**src/rtl/aes_pkg.sv**
```systemverilog
// Shared constants and types for the AES-128 round-key storage.
// The half_we helper maps the write pointer's LSB onto the RAM's half-word enables.
package aes_pkg;
  localparam int AES_NUM_ROUND_KEYS = 11;
  localparam int AES_KEY_W          = 128;
  localparam int AES_HALF_W         = 64;

  typedef logic [AES_KEY_W-1:0] round_key_t;

  // Even half-pointer fills the upper half of a key, odd fills the lower half.
  function automatic logic [1:0] half_we(input logic wr_lsb);
    return wr_lsb ? 2'b01 : 2'b10;
  endfunction
endpackage

```
**src/rtl/aes_keyram_bram.sv**
```systemverilog
// Simple dual-port RAM with half-word write enables and a read-first registered read port.
// Contents power up to zero and are never cleared by rst; rst only clears the read register.
module aes_keyram_bram
  import aes_pkg::*;
#(
  parameter int DEPTH = AES_NUM_ROUND_KEYS,
  parameter int W     = AES_KEY_W,
  parameter int AW    = $clog2(DEPTH)
) (
  input  logic          clk,
  input  logic          rst,
  input  logic [1:0]    i_wr_en,
  input  logic [AW-1:0] i_wr_addr,
  input  logic [W-1:0]  i_wr_data,
  input  logic [AW-1:0] i_rd_addr,
  output logic [W-1:0]  o_rd_data
);
  localparam int HW = W / 2;

  logic [W-1:0] r_mem [DEPTH] = '{default: '0};
  logic [W-1:0] r_rd_data;

  always_ff @(posedge clk) begin
    if (i_wr_en[1]) r_mem[i_wr_addr][W-1:HW] <= i_wr_data[W-1:HW];
    if (i_wr_en[0]) r_mem[i_wr_addr][HW-1:0] <= i_wr_data[HW-1:0];
  end

  // Separate process from the write so a same-address read sees the old word.
  always_ff @(posedge clk or posedge rst) begin
    if (rst) r_rd_data <= '0;
    else     r_rd_data <= r_mem[i_rd_addr];
  end

  assign o_rd_data = r_rd_data;
endmodule

```
**src/rtl/aes_128_keyram.sv**
```systemverilog
// AES-128 round-key store: key expansion writes 64-bit halves, the round datapath
// reads a full registered 128-bit key and steps to the next one on each key_ready.
module aes_128_keyram
  import aes_pkg::*;
#(
  parameter int NUM_KEYS = AES_NUM_ROUND_KEYS,
  parameter int HALF_W   = AES_HALF_W
) (
  input  logic                clk,
  input  logic                kill,
  input  logic                en_wr,
  input  logic [HALF_W-1:0]   key_round_wr,
  input  logic                key_ready,
  output logic [2*HALF_W-1:0] key_round_rd
);
  localparam int WPW = $clog2(2 * NUM_KEYS);
  localparam int RPW = $clog2(NUM_KEYS);
  localparam logic [WPW-1:0] WR_LAST = WPW'(2 * NUM_KEYS - 1);
  localparam logic [RPW-1:0] RD_LAST = RPW'(NUM_KEYS - 1);

  logic [WPW-1:0]      r_wr_ptr;
  logic [RPW-1:0]      r_rd_ptr;
  logic [1:0]          w_we;
  logic [2*HALF_W-1:0] w_wr_data;
  logic [2*HALF_W-1:0] w_rd_data;

  // A write coinciding with a reset edge is discarded.
  assign w_we      = (en_wr && !kill) ? half_we(r_wr_ptr[0]) : 2'b00;
  assign w_wr_data = {2{key_round_wr}};

  always_ff @(posedge clk or posedge kill) begin
    if (kill)       r_wr_ptr <= '0;
    else if (en_wr) r_wr_ptr <= (r_wr_ptr == WR_LAST) ? '0 : r_wr_ptr + WPW'(1);
  end

  always_ff @(posedge clk or posedge kill) begin
    if (kill)           r_rd_ptr <= '0;
    else if (key_ready) r_rd_ptr <= (r_rd_ptr == RD_LAST) ? '0 : r_rd_ptr + RPW'(1);
  end

  aes_keyram_bram #(
    .DEPTH (NUM_KEYS),
    .W     (2 * HALF_W),
    .AW    (RPW)
  ) u_bram (
    .clk       (clk),
    .rst       (kill),
    .i_wr_en   (w_we),
    .i_wr_addr (r_wr_ptr[WPW-1:1]),
    .i_wr_data (w_wr_data),
    .i_rd_addr (r_rd_ptr),
    .o_rd_data (w_rd_data)
  );

  assign key_round_rd = w_rd_data;
endmodule

```
**config.mk**
```make
export PLATFORM = sky130hd
export DESIGN_NAME = aes_128_keyram
export DESIGN_NICKNAME = d
export VERILOG_FILES = /design/src/rtl/aes_pkg.sv /design/src/rtl/aes_keyram_bram.sv /design/src/rtl/aes_128_keyram.sv
export SDC_FILE = /design/constraint.sdc
export NUM_CORES = 1
export LEC_CHECK = 0
export CORE_MARGIN = 2
export CORE_UTILIZATION = 50
export DETAILED_ROUTE_END_ITERATION = 8
export GPL_TIMING_DRIVEN = 0
export PLACE_DENSITY = 0.67
export SYNTH_ARGS = -nofsm -noshare
export SYNTH_HDL_FRONTEND = slang
export SYNTH_SLANG_ARGS = --single-unit
```
**constraint.sdc**
```tcl
create_clock -name clk -period 11.35 [get_ports clk]
set_input_delay 2.27 -clock clk [delete_from_list [all_inputs] [get_ports clk]]
set_output_delay 2.27 -clock clk [all_outputs]
set_load 0.02 [all_outputs]
```
[Word level (Yosys, flattened, before mapping)]
Memories as Yosys holds them, arrays and structs flattened. A register that Yosys moved wholly into a read port is not among the register bits.
Cells that the tools add are included.
Operators by class
  add/sub/neg operators: 2
  mux-type cells: 8
  equality and inequality tests: 2
  reductions and logical operators: 2
Operators by type and width (number)
  adder 5 x 1 -> 5 bit, second input constant: 1
  equality test 5 bit, second input constant: 1
  2-to-1 mux 5 bit: 1
  adder 4 x 1 -> 4 bit, second input constant: 1
  equality test 4 bit, second input constant: 1
  2-to-1 mux 1 bit: 4
  2-to-1 mux 2 bit: 2
  2-to-1 mux 4 bit: 1
  logical AND 1 bit: 1
  zero test 1 bit: 1
Word-level totals
  output and inout bits: 128
  memories: 1
  bits in writable memories: 1408
  input bits: 68
  flip-flop bits (word level): 9
Memories
  u_bram.r_mem: depth 11, width 128, read ports 1, clocked after memory_dff 1, write ports 1, RTL line aes_keyram_bram.sv:20  | logic [W-1:0] r_mem [DEPTH] = '{default: '0};

[Longest topological paths before layout]
  depth after elaboration: 5
  gate-level depth with buffers: 8
  mapped depth without buffers: 5

[Modules after synthesis]
A second synthesis with hierarchy kept.
Unflattened totals
  cell total of the unflattened synthesis: 3086
  area, all modules: 58681.3 µm²
Modules (own cells, without submodules)
  aes_keyram_bram: area each 58198.3 µm², instances 1, cells an instance 3041
  aes_128_keyram: area each 483.0 µm², instances 1, cells an instance 45

[Worst setup path after synthesis]
Ideal clock, no wire load.
  path kind: input-to-reg
  start: input en_wr
  end: memory u_bram.r_mem[7][0] in the netlist's numbering (enable)
  required time: 10863 ps
  buffers on the path: 1
  library setup time: 487 ps
  slack: 5102 ps
  data arrival time: 5761 ps
  stages on the path: 4
  cells stage by stage: clkbuf_1 nor3b_1 nand3_1 nor2_1
On the way
  cells in the longest elaborated chain, start to end: 4
RTL lines
  start, declared: RTL line aes_128_keyram.sv:11  | input logic en_wr,
  logical AND 1 bit: RTL line aes_128_keyram.sv:28  | assign w_we = (en_wr && !kill) ? half_we(r_wr_ptr[0]) : 2'b00;
  2-to-1 mux 2 bit: RTL line aes_128_keyram.sv:28
  2-to-1 mux 1 bit: RTL line aes_keyram_bram.sv:25  | if (i_wr_en[0]) r_mem[i_wr_addr][HW-1:0] <= i_wr_data[HW-1:0];
  2-to-1 mux 1 bit (not written as such): RTL line aes_keyram_bram.sv:25
  end, declared: RTL line aes_keyram_bram.sv:20
Every way passes these cells.

[Worst setup path in the final report]
  start: input kill
  end: memory u_bram.r_mem[5][127] in the netlist's numbering (enable)
On the way
  cells in the longest elaborated chain, start to end: 5
RTL lines
  start, declared: RTL line aes_128_keyram.sv:10  | input logic kill,
  zero test 1 bit (no line)
  logical AND 1 bit: RTL line aes_128_keyram.sv:28
  2-to-1 mux 2 bit: RTL line aes_128_keyram.sv:28
  2-to-1 mux 1 bit: RTL line aes_keyram_bram.sv:24  | if (i_wr_en[1]) r_mem[i_wr_addr][W-1:HW] <= i_wr_data[W-1:HW];
  2-to-1 mux 1 bit (not written as such): RTL line aes_keyram_bram.sv:24
Every way passes these cells.

==> results.cfg <==
[grt]
grt_pass1_vias = 30800
grt_antenna_before_repair = 9
grt-ovfl-total = 0
grt_max_degree = 73
grt_pass1_wl_um = 213000
grt_use_total_pct = 25.5

[placement]
hpwl_um = 99500
placed_area_um2 = 63400
place_inst = 4718
gp_congestion = 0.799
io_buffers = 194

[route]
viasPerCell = 6.06
drt_wl_total_um = 151000
drc = 0
firstDrtPassIters = 6
wl_per_cell_um = 30.1
drtIter0Drc = 3658
vias = 30300
final_antenna_net_count = 0

[floorplanning]
io_pins = 196
row_count = 124
die-area_um2 = 119000
die_h_um = 345
core-area_um2 = 115000
fp.dieW_um = 345
start_util_pct = 50.6

[timing]
layout_min_cycle_time_ns = 4.69
slew-limit-headroom_pct = 3.63
timing.final.crit_share_pct = 41.4
slew_violations = 0
max_freq_mhz = 213
fin_skew_ns = 0.0242
grt_setup_unrepaired = false
final.setup.tns_ns = 0
worst_pin_slew_ns = 1.45
hold_viol = 0
setup_viol = 0

[clock_network]
htree_levels = 4
clk_latency_ns = 0.75
ctsResizeCount = 0
cts_root_buf = clkbuf_16
hold_buffers = 0
cts_buffers = 154
cts_max_path_buffers = 3
path_clk_slew_ns = 0.06
cts_tree = done
post_cts_buffers = 0
clock-sinks = 1545

[power]
leakage_nw = 23.3
p_sw_mw = 5.04
share_comb_of_total_power_pct = 28.4
powerDensity_nw_per_um2 = 236
switching_share_pct = 31.2
ir_drop_mv = 0.164
pwr-share-clk_pct = 30.1
power_frac_seq_pct = 41.5
p_int_mw = 11.1

[worst_setup_path]
path_cells = clkdlybuf4s50_1, nor3b_1, nand3b_1, nor2_4, buf_12, buf_12
slowest_stage = nor2_4
startpoint_type = input port
crit_path_frequent_cell = buf_12
crit_path_end_kind = flip-flop
max_stage_delay_ns = 0.78
criticalPathCategory = input port to flip-flop
cp_num_buf_inv = 3
critical-path-top-delay-family = simple AND/OR/NAND/NOR gates
worst_ep_arrival_time_ns = 5.13
worst_ep_required_time_ns = 11.78
path_max_fanout = 18

[logic_synthesis]
syn-num-nets = 3016
yosysSeqAreaShare_pct = 78.8
synth_top_area_cell = edfxtp_1
syn_area_per_cell_um2 = 19.7
synth_seq_cells = 1545
ys_warn_count = 0
synth-async-reset-ratio_pct = 8.87
syn_area_um2 = 58000
synth_edf_count = 1408
synth_top_area_share_pct = 72.9
synth_area_leaders = edfxtp_1 73%, mux2i_1 6.7%, dfrtp_1 5.9%
synthCells = 2946
synth-main-ff-cell = edfxtp_1
synthDistinctLibCells = 33

[layout]
drive_gt1_share_pct = 15.5
fin_util_pct = 59.6
area_growth_syn_to_layout_pct = 17.8
final_cells = 5003
final_nets = 3432
fin_area_um2 = 68300

[min_path]
worstHoldPathType = flip-flop to flip-flop

[status]
status = finished clean

[job]
max_cap_violations = 0
==> metal layers <==
layer	GRT usage, %	part of all wire, %	vias to the layer above
met1	34.4	39	15800
met4	8.52	2.9	6
met2	42.1	49	1518
met3	4.93	8.7	289
met5	0	0.025	-
li1	-	-	12700
==> power by group through the flow <==
stage,Sequential (mW),Combinational [mW],Clock [mW]
after CTS,6.70,4.61,4.92
final,6.70,4.59,4.86
after floorplan,7.10,2.23,0
after detailed placement,6.81,4.58,0
after global routing,6.73,4.80,5.14
after global placement,6.83,4.45,0
==> layout make-up <==
cell class,instances,area (um^2)
fillers,8049,46300
flip-flops and latches,1545,45700
multi-input cells,1223,11400
clock buffers,205,4340
repair buffers,260,3370
well taps,1512,1890
plain buffers,175,1100
clock inverters,78,536
inverters,3,16.3
diodes,2,5.00
==> cells by family (layout without fill, tap and decap cells) <==
kind of cell,after synthesis,count (layout),share of synthesized area [%]
compound gates,481,481,5.85
xor+xnor,1,1,0.0151
fa+ha+maj,2,2,0.0431
buf+inv,178,721,1.92
flops,1545,1545,78.8
mux,514,514,11.6
other cells,0,2,0
simple gates,225,225,1.75
==> cells in the mapped netlist, types with 2 or more instances <==
library cell,instances
a21bo_2,2
a21oi_1,83
a221oi_1,45
a22o_1,131
a2bb2oi_1,83
and3b_1,2
buf_2,41
buf_4,7
buf_6,49
clkbuf_1,78
dfrtp_1,137
edfxtp_1,1408
ha_1,2
inv_1,3
mux2i_1,386
mux4_2,128
nand2_1,137
nand2b_1,46
nand3_1,3
nor2_1,23
nor2b_1,7
o21ai_0,111
o21ai_1,24
==> cells in the final DEF, fill, tap and decap left out, drive strengths merged, types with 2 or more instances in the layout <==
cell type | Yosys | layout
a21bo | 2 | 2
a21oi | 83 | 83
a221oi | 45 | 45
a22o | 131 | 131
a2bb2oi | 83 | 83
and3b | 2 | 2
buf | 97 | 163
bufinv | 0 | 4
clkbuf | 78 | 283
clkdlybuf4s50 | 0 | 194
clkinv | 0 | 68
clkinvlp | 0 | 6
dfrtp | 137 | 137
diode | 0 | 2
edfxtp | 1408 | 1408
ha | 2 | 2
inv | 3 | 3
mux2i | 386 | 386
mux4 | 128 | 128
nand2 | 137 | 137
nand2b | 46 | 46
nand3 | 3 | 3
nor2 | 24 | 24
nor2b | 7 | 7
o21ai | 135 | 135
==> worst reg2reg max path, stage by stage (launching register included) <==
cell and delay, ns:
dfrtp_1 0.68, buf_2 0.47, buf_4 0.36, buf_2 0.42, clkbuf_1 0.75, nand2_1 0.13, o21ai_1 0.13, a22o_1 0.28
==> worst paths after layout <==
path	startpoint	end	slack [ns]	depth (start not counted)
max	kill	u_bram.r_mem[5][127]	6.66	6
min	u_bram.r_mem[10][46]	u_bram.o_rd_data[46]	0.61	3
max reg2reg	r_rd_ptr[1]	u_bram.o_rd_data[59]	8.01	7
min reg2reg	u_bram.r_mem[10][46]	u_bram.o_rd_data[46]	0.61	3
max in group asynchronous	kill	u_bram.o_rd_data[60]	8.40	3
min in group asynchronous	kill	u_bram.o_rd_data[26]	2.08	2
==> per-stage QoR <==
step / total power [mW] / hold WS [ns] / setup slack (ns)
final: 16.1 / 0.608 / 6.66
after global routing: 16.7 / 0.634 / 6.59
after CTS: 16.2 / 0.604 / 6.70
after detailed placement: 11.4 / 0.590 / 6.03
after global placement: 11.3 / 0.560 / 1.15
after floorplan: 9.33 / 0.539 / 5.10
==> registers in the layout, summed over array words and instances (netlist names) <==
signal            flops
u_bram.o_rd_data    128
r_rd_ptr              4
r_wr_ptr              5
u_bram.r_mem       1408
Note: power is estimated with default switching activity, not from simulation.
